==> src/rtl/lfsr_keystream_gen.sv <==
// lfsr_keystream_gen: seedable Fibonacci LFSR packing one bit per cycle into MSB-first bytes over valid/ready
module lfsr_keystream_gen #(
    parameter int WIDTH = 16,
    parameter logic [WIDTH-1:0] TAPS = 16'hB400,
    parameter logic [WIDTH-1:0] SEED_DEFAULT = 16'hACE1
) (
    input  logic             clk,
    input  logic             clear,
    input  logic             load,
    input  logic [WIDTH-1:0] seed_in,
    input  logic             start,
    input  logic             stop,
    input  logic             ks_ready,
    output logic             ks_valid,
    output logic [7:0]       ks_byte,
    output logic             busy,
    output logic             seed_err,
    output logic [WIDTH-1:0] state_out
);
    localparam logic [1:0] IDLE = 2'd0;
    localparam logic [1:0] RUN  = 2'd1;
    localparam logic [1:0] HOLD = 2'd2;
    logic [1:0]       fsm;
    logic [WIDTH-1:0] lfsr;
    logic [2:0]       count;
    logic [7:0]       pack;
    logic             stop_pending;
    logic             fb;
    assign fb        = ^(lfsr & TAPS);
    assign busy      = fsm != IDLE;
    assign state_out = lfsr;
    always_ff @(posedge clk) begin
        if (clear) begin
            lfsr         <= SEED_DEFAULT;
            fsm          <= IDLE;
            count        <= '0;
            pack         <= '0;
            stop_pending <= 1'b0;
            ks_valid     <= 1'b0;
            ks_byte      <= '0;
            seed_err     <= 1'b0;
        end else begin
            case (fsm)
                IDLE: begin
                    if (load) begin
                        lfsr     <= (seed_in == '0) ? SEED_DEFAULT : seed_in;
                        seed_err <= seed_in == '0;
                    end else if (start) begin
                        fsm   <= RUN;
                        count <= '0;
                    end
                end
                RUN: begin
                    // stop wins over the shift, so a stop on the 8th cycle drops the byte
                    if (stop) begin
                        fsm <= IDLE;
                    end else begin
                        lfsr  <= {lfsr[WIDTH-2:0], fb};
                        pack  <= {pack[6:0], lfsr[WIDTH-1]};
                        count <= count + 3'd1;
                        if (count == 3'd7) begin
                            ks_byte  <= {pack[6:0], lfsr[WIDTH-1]};
                            ks_valid <= 1'b1;
                            fsm      <= HOLD;
                        end
                    end
                end
                HOLD: begin
                    if (ks_valid && ks_ready) begin
                        ks_valid     <= 1'b0;
                        count        <= '0;
                        stop_pending <= 1'b0;
                        fsm          <= (stop_pending || stop) ? IDLE : RUN;
                    end else if (stop) begin
                        stop_pending <= 1'b1;
                    end
                end
                default: fsm <= IDLE;
            endcase
        end
    end
endmodule

==> config.mk <==
export PLATFORM = sky130hd
export DESIGN_NAME = lfsr_keystream_gen
export DESIGN_NICKNAME = d
export VERILOG_FILES = /design/src/rtl/lfsr_keystream_gen.sv
export SDC_FILE = /design/constraint.sdc
export NUM_CORES = 1
export LEC_CHECK = 0
export ABC_AREA = 1
export CORE_UTILIZATION = 48
export CTS_CLUSTER_SIZE = 25
export DETAILED_ROUTE_END_ITERATION = 10
export PLACE_DENSITY = 0.78
export SYNTH_ARGS = -nofsm -noshare
export SYNTH_HDL_FRONTEND = slang
export SYNTH_SLANG_ARGS = --single-unit
==> constraint.sdc <==
create_clock -name clk -period 1.35 [get_ports clk]
set_input_delay 0.27 -clock clk [delete_from_list [all_inputs] [get_ports clk]]
set_output_delay 0.27 -clock clk [all_outputs]
set_load 0.01 [all_outputs]
### After elaboration in Yosys (flattened, before gate mapping)

Index checks and enable logic that the tools add are counted.

| word-level totals | value |
|---|---|
| bits in registers | 39 |
| output and inout port bits | 27 |
| input bits | 22 |
| word-level logic and storage cells | 60 |

| operators by class | value |
|---|---|
| bitwise gates (word level) | 1 |
| equal/unequal tests | 10 |
| add/subtract/negate cells | 1 |
| reduce and logical (&&, ||, !) cells | 18 |
| multiplexer cells | 22 |

Operator list:

| cell | count |
|---|---|
| 16-bit two-way mux | 3 |
| 16-bit one-hot mux with 2 select lines | 1 |
| 16-bit logical NOT | 1 |
| 16-bit XOR reduction | 1 |
| 3-bit two-way mux | 4 |
| 2-bit inequality test, second input constant | 6 |
| 2-bit two-way mux | 5 |
| 3-bit one-hot mux with 3 select lines | 1 |
| 4-bit AND reduction | 2 |
| 2-bit nonzero test | 4 |
| 1-bit two-way mux | 6 |
| 2-bit one-hot mux with 3 select lines | 1 |
| 2-bit AND reduction | 3 |
| 3-bit AND reduction | 2 |
| 5-bit AND reduction | 1 |
| 3-bit by 1-bit adder with 3-bit output, second input constant | 1 |
| 3-bit == test, second input constant | 1 |
| 3-bit inequality test, second input constant | 1 |
| 3-bit nonzero test | 1 |
| 2-bit by 1-bit == test with 1-bit output, second input constant | 1 |
| 2-bit == test, second input constant | 1 |
| 2-bit logical NOT | 1 |
| 1-bit one-hot mux with 2 select lines | 1 |
| 1-bit logical AND | 1 |
| 2 further kinds | 2 |

### Logic depth before layout (Yosys ltp)

Gate-level depths: netlist of the first run.

| depth | value |
|---|---|
| depth in word-level cells | 4 |
| gate-level depth with buffers | 9 |
| mapped depth without buffers | 8 |

### Worst setup path after synthesis of the first run

OpenSTA, ideal clock, no wires.

| timing | value |
|---|---|
| path type | flip-flop to flip-flop |
| start | register fsm[0] |
| end | register lfsr[15] (netlist: state_out[15]) |
| library setup time | 0.133 ns |
| data arrival time | 1.104 ns |
| data required time | 1.217 ns |
| period minus slack after synthesis | 1.238 ns |
| path buffers | 1 |
| setup slack | 0.112 ns |
| stages on the path, launching flop included | 9 |
| cell sequence | dfxtp_1 inv_2 nor2_8 nand2_8 nand2_8 inv_4 buf_6 nand2_1 nand3_1 |

| between the ends | value |
|---|---|
| longest elaborated chain between the ends | 3 |
| elaborated cells on any way between the ends | 7 |
| classes of those cells | eq/ne: 3; mux: 1; reduce/logical: 3 |

RTL lines:

| what | RTL line | source |
|---|---|---|
| from (decl) | 23 | `logic [1:0] fsm;` |
| from (signal assigned) | 73 | `fsm <= (stop_pending \|\| stop) ? IDLE : RUN;` |
| 2-bit by 1-bit == test with 1-bit output / 2-bit logical NOT (equally long branches) | 43 | `case (fsm)` |
| 2-bit inequality test (no line) / 2-bit nonzero test (equally long branches) | - |  |
| 3-bit AND reduction (no line) | - |  |
| to (signal assigned) | 46 | `lfsr <= (seed_in == '0) ? SEED_DEFAULT : seed_in;` |
| to (signal assigned) | 58 | `lfsr <= {lfsr[WIDTH-2:0], fb};` |
| to (decl) | 24 | `logic [WIDTH-1:0] lfsr;` |

Several ways; a longest one is shown, not always the timed one.
A chain may end at the register's enable or synchronous reset.

### Final worst setup path of the first run

| timing | value |
|---|---|
| start | register fsm[1] |
| end | output busy |

| between the ends | value |
|---|---|
| longest elaborated chain between the ends | 1 |

RTL lines:

| what | RTL line | source |
|---|---|---|
| 2-bit nonzero test | 30 | `assign busy = fsm != IDLE;` |
| to (decl) | 16 | `output logic busy,` |

No other way between the ends.

==> results by group, run 1 <==
Status
  – Run status: completed

Worst setup path
  – Launching element of the worst setup path: fsm[1]
  – Buffering stage count on the worst path with inverters included: 2
  – Category of cells accounting for the largest share of critical-path delay: flip-flops
  – Critical-path cell with the highest stage delay: sky130_fd_sc_hd__dfxtp_4
  – Critical Path, Cell by Cell: nor2_4, inv_1, clkdlybuf4s15_1
  – Worst Setup Path Type: reg -> out
  – Req. time, crit path: about 1.1 ns
  – Largest fanout on the critical path: 3
  – Endpoint arrival time on the critical path: 1.04 ns
  – Startpoint type of the worst setup path: register
  – CP max stage delay: ~0.37 ns
  – Source of the worst register-to-register timing path: fsm[1]
  – Type of destination of the critical path: primary output

Synthesis
  – Number of synthesized register bits: 39
  – Mean cell area of the mapped netlist: 6.90 µm²
  – Sequential-to-total area share from yosys stat: about two fifths
  – Fraction of synthesis flops using an asynchronous set or reset pin: 0%
  – Library cell with the largest summed area after synthesis: sky130_fd_sc_hd__dfxtp_1
  – Most frequent cell after synthesis: sky130_fd_sc_hd__nand2_1
  – Post-synth EDFFs: 0
  – Main area contributors after synthesis: sky130_fd_sc_hd__dfxtp_1 42%, sky130_fd_sc_hd__nand2_1 14%, sky130_fd_sc_hd__nor2_1 8.0%
  – Synthesis warning total: 0
  – Cell types with the highest counts after synthesis: 71 x sky130_fd_sc_hd__nand2_1, 40 x sky130_fd_sc_hd__nor2_1, 39 x sky130_fd_sc_hd__dfxtp_1
  – Area of the mapped netlist: approximately 1900 µm²
  – Proportion of netlist area held by the largest area contributor: about two fifths
  – Synthesized netlist cell count: 272
  – Distinct cell type count after synthesis: 24
  – Net Count, Synth: around 300
  – Dominant register cell in the synthesized netlist: sky130_fd_sc_hd__dfxtp_1

Placed design
  – Cell area after placement: 2600 µm²
  – RePlAce Congestion: around 0.84
  – Pre-CTS setup slack: -0.220 ns
  – Detailed-placement wirelength estimate: 3.66 mm
  – Port Buf Inserts: 48

GRT
  – Largest net degree at the start of global routing: 17
  – Wire length of the first global-routing pass: 8.01 mm
  – Global Route Usage Sum: approximately 25%
  – Number of antenna violations at the first check in global routing: 0
  – Aggregate global routing overflow: 0
  – Number of global-route vias before repair: about 1800

Routing
  – Via count: 2002
  – Average detailed-routed wire length per instance: between 10 and 15 µm
  – WL final: 5.00 mm
  – Avg Vias per Cell: 5.03
  – Detailed Routing Iterations Pass 1: 4
  – DR DRC count: 0
  – Detailed router's first-iteration violation count: roughly 150
  – Number of antenna-violating nets in the routed design: 0

CTS
  – Number of buffers inserted during clock tree synthesis: 5
  – Number of buffers on the longest clock path: 2
  – CTS clk-pin slew, worst paths: around 0.08 ns
  – Clock Latency Late Sink: 0.30 ns
  – # H-tree levels: 2
  – Clock net sink count: 39
  – Root buffer cell: sky130_fd_sc_hd__clkbuf_8
  – Clock tree from TritonCTS: built

Die
  – Core Box Area: around 3700 µm²
  – Starting density of the core: 50.5%
  – Site row count: 22
  – Die outline width: roughly 65 µm
  – I/O Pins: a little under 50
  – Full die area: around 4200 µm²
  – Y dimension of the die: ~65 µm

Timing
  – Worst-case headroom to the max-slew limit: between 70 and 80%
  – Worst-Margin Slew: roughly 0.30 ns
  – Setup TNS: 0 ns
  – Layout Skew: between 0.006 and 0.007 ns
  – Final critical-path required period: around 1.3 ns
  – Setup violators final: 0
  – Final Max Tran Viols: 0
  – Maximum clock frequency: 761 MHz
  – Post-route clock period utilization: between 90% and 100%
  – Final critical-path setup slack: around 0.036 ns
  – Unrepaired setup endpoints after global routing: true
  – Number of failing hold endpoints at the final stage: 0

Finish
  – Share of layout cells above drive strength 1: about 18%
  – Area occupied by multi-input gates: 962 µm²
  – Storage cell area: 791 µm²
  – Final instance area: approximately 2700 µm²
  – Area added between synthesis and finish: 45.3%
  – Count of inserted antenna diode cells: 0
  – Fillcell total: around 300
  – Net count, final: 373

Pwr
  – Leakage power total: 1.33 nW
  – Peak ir drop on the vdd network: ~0.00065 V
  – Power density over cell area: slightly above 1000 nW/µm²

Hold path
  – Hold Crit Class: reg -> reg
  – Worst Hold Launch: pack[6]

Flow run
  – Max-cap violation count: 0
==> power by group <==
group / switching (mW) / leakage, nW / internal, mW
clock network: 0.435 / 0.0581 / 0.550
logic: 0.298 / 0.950 / 0.271
registers: 0.0548 / 0.321 / 1.22
==> per-layer routing <==
| metal | wire length, µm | track usage (%) | up-vias | part of all wire [%] |
|---|---|---|---|---|
| met3 | 220 | 5.99 | 6 | 4.4 |
| met5 | 0 | 0 | - | 0 |
| met4 | 64 | 8.06 | 0 | 1.3 |
| met1 | 2340 | 32.0 | 907 | 47 |
| met2 | 2380 | 42.1 | 60 | 48 |
| li1 | - | - | 1029 | - |
==> worst paths after layout <==
kind                  endpoint  slack (ns)  depth (start not counted)
setup / recovery          busy        0.04                          3
hold / removal         pack[6]        0.46                          2
setup reg to reg  state_out[0]        0.05                          6
hold reg to reg        pack[6]        0.46                          2
==> final cells by class <==
cell class	count	area share, %
flip-flops and latches	39	29.0
repair buffers	78	25.4
inverters	28	3.95
clock inverters	3	1.61
well taps	48	2.20
multi-input cells	197	35.3
clock buffers	5	2.52
==> timing repair <==
item | CTS | global route
resized for setup | 33 | 19
endpoints found under the setup margin | 32 | 17
hold buffers | 0 | 0
buffers inserted | 0 | 1
==> cells by family after synthesis <==
kind of cell	Yosys count	synth area share, %
simple gates	137	32.5
compound gates	58	16.3
flops	39	41.6
fa+ha+maj	2	1.33
buf+inv	36	8.33
==> placed cells by master, fill, tap and decap left out, types with 5 or more instances in the layout <==
master                             n
sky130_fd_sc_hd__nand2_1          69
sky130_fd_sc_hd__nor2_1           40
sky130_fd_sc_hd__dfxtp_1          35
sky130_fd_sc_hd__buf_4            27
sky130_fd_sc_hd__dlygate4sd2_1    26
sky130_fd_sc_hd__inv_1            22
sky130_fd_sc_hd__o21ai_0          22
sky130_fd_sc_hd__clkdlybuf4s50_1  21
sky130_fd_sc_hd__a21oi_1          20
sky130_fd_sc_hd__nand3_1          17
sky130_fd_sc_hd__o21ai_1           8
sky130_fd_sc_hd__inv_2             5
sky130_fd_sc_hd__clkbuf_8          5
==> worst min-delay path: stages, from the launching register on <==
cell,delay (ns)
sky130_fd_sc_hd__dfxtp_1,0.30
sky130_fd_sc_hd__inv_1,0.06
sky130_fd_sc_hd__a21oi_1,0.05
==> registers in the layout (all words and copies together), names as in the netlist <==
signal	flops
count	3
pack	7
fsm	2
state_out	16
ks_byte	8
seed_err	1
ks_valid	1
stop_pending	1
==> metrics by stage <==
| stage | std cells | hold slack, ns | power [mW] | util [%] |
|---|---|---|---|---|
| floorplan | 272 | 0.339 | 1.59 | - |
| global placement | 389 | 0.444 | 1.87 | 69.9 |
| global route | 398 | 0.491 | 2.97 | 73.4 |
| detailed placement | 389 | 0.448 | 1.88 | 69.9 |
| finish | 398 | 0.456 | 2.83 | 73.4 |
| CTS | 397 | 0.457 | 2.82 | 72.3 |
Note: power is estimated with default switching activity, not from simulation.
==> run 2, diff against run 1 <==
--- a/config.mk
+++ b/config.mk
@@ -6,10 +6,10 @@
 export NUM_CORES = 1
 export LEC_CHECK = 0
 export ABC_AREA = 1
-export CORE_UTILIZATION = 48
+export CORE_UTILIZATION = 43
 export CTS_CLUSTER_SIZE = 25
 export DETAILED_ROUTE_END_ITERATION = 10
-export PLACE_DENSITY = 0.78
+export PLACE_DENSITY = 0.74
 export SYNTH_ARGS = -nofsm -noshare
 export SYNTH_HDL_FRONTEND = slang
 export SYNTH_SLANG_ARGS = --single-unit
==> constraint.sdc (replaced) <==
create_clock -name clk -period 1.13 [get_ports clk]
set_input_delay 0.226 -clock clk [delete_from_list [all_inputs] [get_ports clk]]
set_output_delay 0.226 -clock clk [all_outputs]
set_load 0.01 [all_outputs]
==> run 2 against run 1 <==
Compared with the run above:
- the flow now finishes with violations (setup timing)
- sequential cell count unchanged
- sequential share of layout area decreased by 4.9 points
- first-iteration DRC count increased by 49%
- core utilization increased by 7.7 points
- highest routed layer unchanged
- largest power group unchanged
- critical path depth increased by 5
- sequential power increased by 19%
- worst setup slack got worse by 0.31 ns
- critical endpoint is now state_out[10]
- final area increased by 21%
- routed wire length increased by 51%
==> results by group, run 2 (synthesis gave the netlist of run 1 again) <==
Status
  – Run status: finished, violations left
  – Violations in the final reports: setup timing

Pwr
  – Leakage power total: 1.49 nW
  – Peak ir drop on the vdd network: between 0.0005 and 0.0006 V
  – Power density over cell area: 1130 nW/µm²

Worst setup path
  – CP max stage delay: ~0.47 ns
  – Register-to-register setup slack: -0.25 ns
  – Endpoint arrival time on the critical path: 1.63 ns
  – Largest fanout on the critical path: 9
  – Req. time, crit path: between 1 and 1.5 ns
  – Startpoint type of the worst setup path: input port
  – Worst Setup Path Type: in -> reg
  – R2r worst-path depth: 8
  – Crit path top cell by count: sky130_fd_sc_hd__nand2_1
  – Type of destination of the critical path: register
  – Critical Path, Cell by Cell: clkdlybuf4s50_1, nor2_1, nand2_1, nor2_1, nand2_2, nand2_1, nand2_1, nand3_1
  – Critical-path cell with the highest stage delay: sky130_fd_sc_hd__clkdlybuf4s50_1

CTS
  – Root buffer cell: sky130_fd_sc_hd__clkbuf_8
  – Number of buffers inserted during clock tree synthesis: 5
  – # H-tree levels: 2
  – Number of buffers on the longest clock path: 2
  – Clock Latency Late Sink: between 0.3 and 0.4 ns
  – Clock tree from TritonCTS: built
  – Count of hold buffers inserted by post-cts repair: 0
  – Clock net sink count: 39
  – CTS clk-pin slew, worst paths: 0.09 ns

Timing
  – Unrepaired setup endpoints after global routing: true
  – Worst-case headroom to the max-slew limit: roughly four fifths
  – Layout Skew: roughly 0.019 ns
  – Final critical-path required period: around 1.4 ns
  – Final Max Tran Viols: 0
  – Post-route clock period utilization: 124%
  – Setup violators final: 39
  – Final critical-path setup slack: -0.270 ns
  – Final worst hold slack: 0.457 ns
  – Number of failing hold endpoints at the final stage: 0
  – Worst-Margin Slew: between 0.2 and 0.3 ns
  – Setup TNS: -5.36 ns
  – Maximum clock frequency: 714 MHz

Routing
  – Detailed Routing Iterations Pass 1: 5
  – WL final: ~7.5 mm
  – Number of antenna-violating nets in the routed design: 0
  – Average detailed-routed wire length per instance: about 18 µm
  – Via count: 2414
  – Avg Vias per Cell: roughly 5.6
  – DR DRC count: 0
  – Detailed router's first-iteration violation count: between 200 and 250

Finish
  – Storage cell area: 797 µm²
  – Non-filler cells in the finished layout: 430
  – Share of layout cells above drive strength 1: 47.9%
  – Area occupied by multi-input gates: ~1300 µm²
  – Fillcell total: 246
  – Net count, final: slightly above 400
  – Count of inserted antenna diode cells: 0
  – Area added between synthesis and finish: 76.5%
  – Most frequent cells in the layout: 59 x sky130_fd_sc_hd__nand2_1, 42 x sky130_fd_sc_hd__buf_4, 32 x sky130_fd_sc_hd__dfxtp_1
  – Most common library cell in the layout ignoring fill and taps: sky130_fd_sc_hd__nand2_1
  – Max reg flops: 16

GRT
  – Largest net degree at the start of global routing: 16
  – Global Route Usage Sum: 30.0%
  – Number of antenna violations at the first check in global routing: 0
  – Aggregate global routing overflow: 0
  – Number of global-route vias before repair: roughly 2100
  – Wire length of the first global-routing pass: between 10 and 15 mm

Die
  – Die outline width: 68.1 µm
  – I/O Pins: 49
  – Site row count: 23
  – Core Box Area: 4090 µm²
  – Y dimension of the die: 68.1 µm
  – Full die area: between 4000 and 5000 µm²
  – Starting density of the core: a little under half

Placed design
  – Detailed-placement wirelength estimate: 3.61 mm
  – Pre-CTS setup slack: -0.391 ns
  – RePlAce Congestion: 0.910
  – Placed insts: approximately 400
  – Port Buf Inserts: 48

Hold path
  – Hold Crit Class: reg -> reg
  – Hold-critical path depth: 2

Flow run
  – Max-cap violation count: 0
[run 2: cell types whose count changed in the layout (fill, tap and decap cells not counted), sizes merged]
cell,change
nand2,+1
clkbuf,+22
inv,+1
dlygate4sd2,-26
bufinv,-1
clkdlybuf4s15,+3
buf,+30
[run 2: critical path: cells and delay by family]
| kind | cells | cell delay (ns) |
|---|---|---|
| buf+inv | 1 | 0.47 |
| simple gates | 7 | 0.94 |
[run 2: final cells by class]
| type | count | share of cell area, % |
|---|---|---|
| Clock buffer | 6 | 2.83 |
| Clock inverter | 2 | 0.529 |
| Inverter | 28 | 3.93 |
| Multi-Input combinational cell | 198 | 38.8 |
| Sequential cell | 39 | 24.1 |
| Tap cell | 50 | 1.89 |
| Timing Repair Buffer | 106 | 27.6 |
| Timing Repair inverter | 1 | 0.340 |
[run 2: path summary, 6_finish.rpt]
kind	from	to
worst max-delay path	seed_in[13]	state_out[10]
worst min-delay path	ks_byte[2]	ks_byte[2]
worst max register to register	fsm[1]	state_out[10]
worst min register to register	ks_byte[2]	ks_byte[2]
[run 2: what timing repair did]
| action | CTS | global route |
|---|---|---|
| endpoints found under the setup margin | 65 | 64 |
| pin swaps | 25 | 18 |
| buffers inserted | 10 | 7 |
| resized for setup | 157 | 67 |
| cloned | 4 | 0 |
[run 2: where the power goes]
part           leakage, nW  total [mW]  switching (mW)  internal, mW
combinational         1.11        1.07           0.577         0.490
clock               0.0569        1.15           0.571         0.581
sequential           0.323        1.51          0.0576          1.45
[run 2: metrics by stage]
stage          util (%)  power, mW  instance area [µm²]
3_5_place_dp       66.2       2.30                 2710
4_1_cts            79.8       3.59                 3260
2_1_floorplan         -       1.91                 1890
3_3_place_gp       66.2       2.29                 2710
5_1_grt            81.0       3.89                 3310
6_report           81.0       3.73                 3310
[run 2: metal layers]
metal  up-vias  wire (µm)  global-route usage [%]
met3        31        552                    5.00
met1      1152       2920                    36.8
met4         0        238                    12.0
met5         -          0                       0
li1       1096          -                       -
met2       135       3820                    51.7
==> run 3, diff against run 2 <==
--- a/config.mk
+++ b/config.mk
@@ -6,10 +6,11 @@
 export NUM_CORES = 1
 export LEC_CHECK = 0
 export ABC_AREA = 1
-export CORE_UTILIZATION = 43
+export CORE_UTILIZATION = 48
+export CTS_CLUSTER_DIAMETER = 100
 export CTS_CLUSTER_SIZE = 25
 export DETAILED_ROUTE_END_ITERATION = 10
-export PLACE_DENSITY = 0.74
+export PLACE_DENSITY = 0.78
 export SYNTH_ARGS = -nofsm -noshare
 export SYNTH_HDL_FRONTEND = slang
 export SYNTH_SLANG_ARGS = --single-unit
==> constraint.sdc (replaced) <==
create_clock -name clk -period 1.45 [get_ports clk]
set_input_delay 0.29 -clock clk [delete_from_list [all_inputs] [get_ports clk]]
set_output_delay 0.29 -clock clk [all_outputs]
set_load 0.01 [all_outputs]
==> run 3 against run 2 <==
Compared with the run above:
- the flow now finishes without violations
- core utilization down 9.8 points
- combinational power fell by 54%
- sequential cell count is the same
- global-route usage is 5.7 points lower
- highest routed layer unchanged
- cell count is 9.1% lower
- first-iteration DRC count shrank 36%
==> results by group, run 3 (synthesis gave the netlist of run 1 again) <==
Status
  – Run status: completed

Timing
  – Worst-Margin Slew: around 0.33 ns
  – Post-route clock period utilization: a little over nine tenths
  – Final critical-path required period: about 1.4 ns
  – Number of failing hold endpoints at the final stage: 0
  – Final critical-path setup slack: 0.0744 ns
  – Layout Skew: 0.00726 ns
  – Unrepaired setup endpoints after global routing: false
  – Setup violators final: 0
  – Final Max Tran Viols: 0
  – Worst-case headroom to the max-slew limit: 77.9%
  – Maximum clock frequency: between 700 and 800 MHz

Die
  – Starting density of the core: 50.5%
  – Site row count: 22
  – I/O Pins: 49
  – Y dimension of the die: between 60 and 70 µm
  – Core Box Area: 3720 µm²
  – Die outline width: ~65 µm
  – Full die area: roughly 4200 µm²

GRT
  – Global Route Usage Sum: between 20 and 25%
  – Number of antenna violations at the first check in global routing: 0
  – Number of global-route vias before repair: between 1500 and 2000
  – Wire length of the first global-routing pass: between 7 and 8 mm
  – Aggregate global routing overflow: 0
  – Largest net degree at the start of global routing: 18

Worst setup path
  – Startpoint type of the worst setup path: register
  – Register-to-register setup slack: 0.13 ns
  – Endpoint arrival time on the critical path: 1.09 ns
  – Type of destination of the critical path: primary output
  – Req. time, crit path: about 1.2 ns
  – Worst Setup Path Type: reg -> out
  – Largest fanout on the critical path: 3

Flow run
  – Max-cap violation count: 0

Pwr
  – Sequential share of power: a little over two fifths
  – Internal Pwr Total: just over 2 mW
  – Net Switching: approximately 0.7 mW
  – Power density over cell area: slightly above 1000 nW/µm²
  – Switching share of total power: 25.3%
  – Clock Power Share: 39.0%
  – Peak ir drop on the vdd network: between 0.0005 and 0.0006 V
  – Leakage power total: 1.29 nW
  – Combinational fraction of design power: around 18%

CTS
  – Number of buffers on the longest clock path: 2
  – Number of buffers inserted during clock tree synthesis: 5
  – Clock Latency Late Sink: roughly 0.30 ns
  – CTS clk-pin slew, worst paths: roughly 0.080 ns
  – Count of hold buffers inserted by post-cts repair: 0
  – Clock tree from TritonCTS: built
  – Clock net sink count: 39
  – # H-tree levels: 2
  – Root buffer cell: sky130_fd_sc_hd__clkbuf_8

Finish
  – Layout Utilization: about 71%
  – Share of layout cells above drive strength 1: between 10% and 20%
  – Count of inserted antenna diode cells: 0
  – Most common library cell in the layout ignoring fill and taps: sky130_fd_sc_hd__nand2_1
  – Most frequent cells in the layout: 71 x sky130_fd_sc_hd__nand2_1, 40 x sky130_fd_sc_hd__nor2_1, 34 x sky130_fd_sc_hd__dfxtp_1
  – Net count, final: 366
  – Max reg flops: 16
  – Fillcell total: 307
  – Area occupied by multi-input gates: 940 µm²
  – Area added between synthesis and finish: 41.1%
  – Storage cell area: just under 800 µm²

Hold path
  – Hold Crit Class: reg -> reg

Routing
  – Detailed router's first-iteration violation count: 146
  – Average detailed-routed wire length per instance: between 10 and 15 µm
  – Number of antenna-violating nets in the routed design: 0
  – WL final: roughly 4.5 mm
  – DR DRC count: 0
  – Avg Vias per Cell: 4.96
  – Via count: 1939
  – Detailed Routing Iterations Pass 1: 4

Placed design
  – Pre-CTS setup slack: -0.117 ns
  – Port Buf Inserts: between 40 and 50
  – RePlAce Congestion: ~0.87
  – Detailed-placement wirelength estimate: about 3.3 mm
==> run 3: changes by cell type in the layout (fill, tap and decap cells not counted), moves of 16 or more <==
cell                            delta
sky130_fd_sc_hd__o21ai_0          +28
sky130_fd_sc_hd__dlygate4sd2_1    +27
sky130_fd_sc_hd__clkbuf_2         -21
sky130_fd_sc_hd__buf_4            -19
sky130_fd_sc_hd__o21ai_1          -18
sky130_fd_sc_hd__nor2_1           +16
==> run 3: power groups by stage <==
stage,sequential (mW),combinational (mW),clock (mW)
finish,1.19,0.492,1.07
CTS,1.18,0.494,1.09
detailed placement,1.21,0.518,0
global placement,1.21,0.516,0
floorplan,1.22,0.265,0
global route,1.19,0.558,1.14
==> run 3: final cells by class <==
class	count	share of cell area, %
Clock buffer	6	2.74
Clock inverter	2	2.27
Inverter	28	4.06
Multi-Input combinational cell	197	35.5
Sequential cell	39	29.8
Tap cell	48	2.27
Timing Repair Buffer	71	23.4
==> run 3: layer usage <==
metal,vias up,global-route usage (%),wire length [µm]
li1,1006,-,-
met1,888,31.6,2150
met2,38,38.9,2100
met3,7,5.63,201
met4,0,9.72,70
met5,-,0,0
==> run 3: path summary, 6_finish.rpt <==
path / startpoint / end / depth (start not counted)
max: fsm[1] / busy / 3
min: pack[6] / pack[6] / 2
max reg2reg: count[0] / ks_byte[0] / 7
min reg2reg: pack[6] / pack[6] / 2
==> run 3: metrics by stage <==
step	hold WS (ns)	power (mW)	std cells	setup TNS [ns]	area, µm²
floorplan	0.359	1.48	272	0	1880
global placement	0.450	1.72	383	-1.36	2540
detailed placement	0.450	1.73	383	-2.13	2540
CTS	0.464	2.77	391	0	2650
global route	0.484	2.90	391	0	2650
finish	0.457	2.75	391	0	2650
==> run 3: timing repair <==
| action | 4_1_cts | 5_1_grt |
|---|---|---|
| buffers inserted | 0 | 0 |
| endpoints found under the setup margin | 27 | 0 |
| gates resized for setup | 33 | 0 |
| hold endpoints to repair | 0 | 0 |
==> run 3: critical path: stages, from the launching register on <==
cell and delay, ns:
sky130_fd_sc_hd__dfxtp_2 0.35, sky130_fd_sc_hd__nor2_2 0.13, sky130_fd_sc_hd__inv_1 0.04, sky130_fd_sc_hd__dlygate4sd2_1 0.27
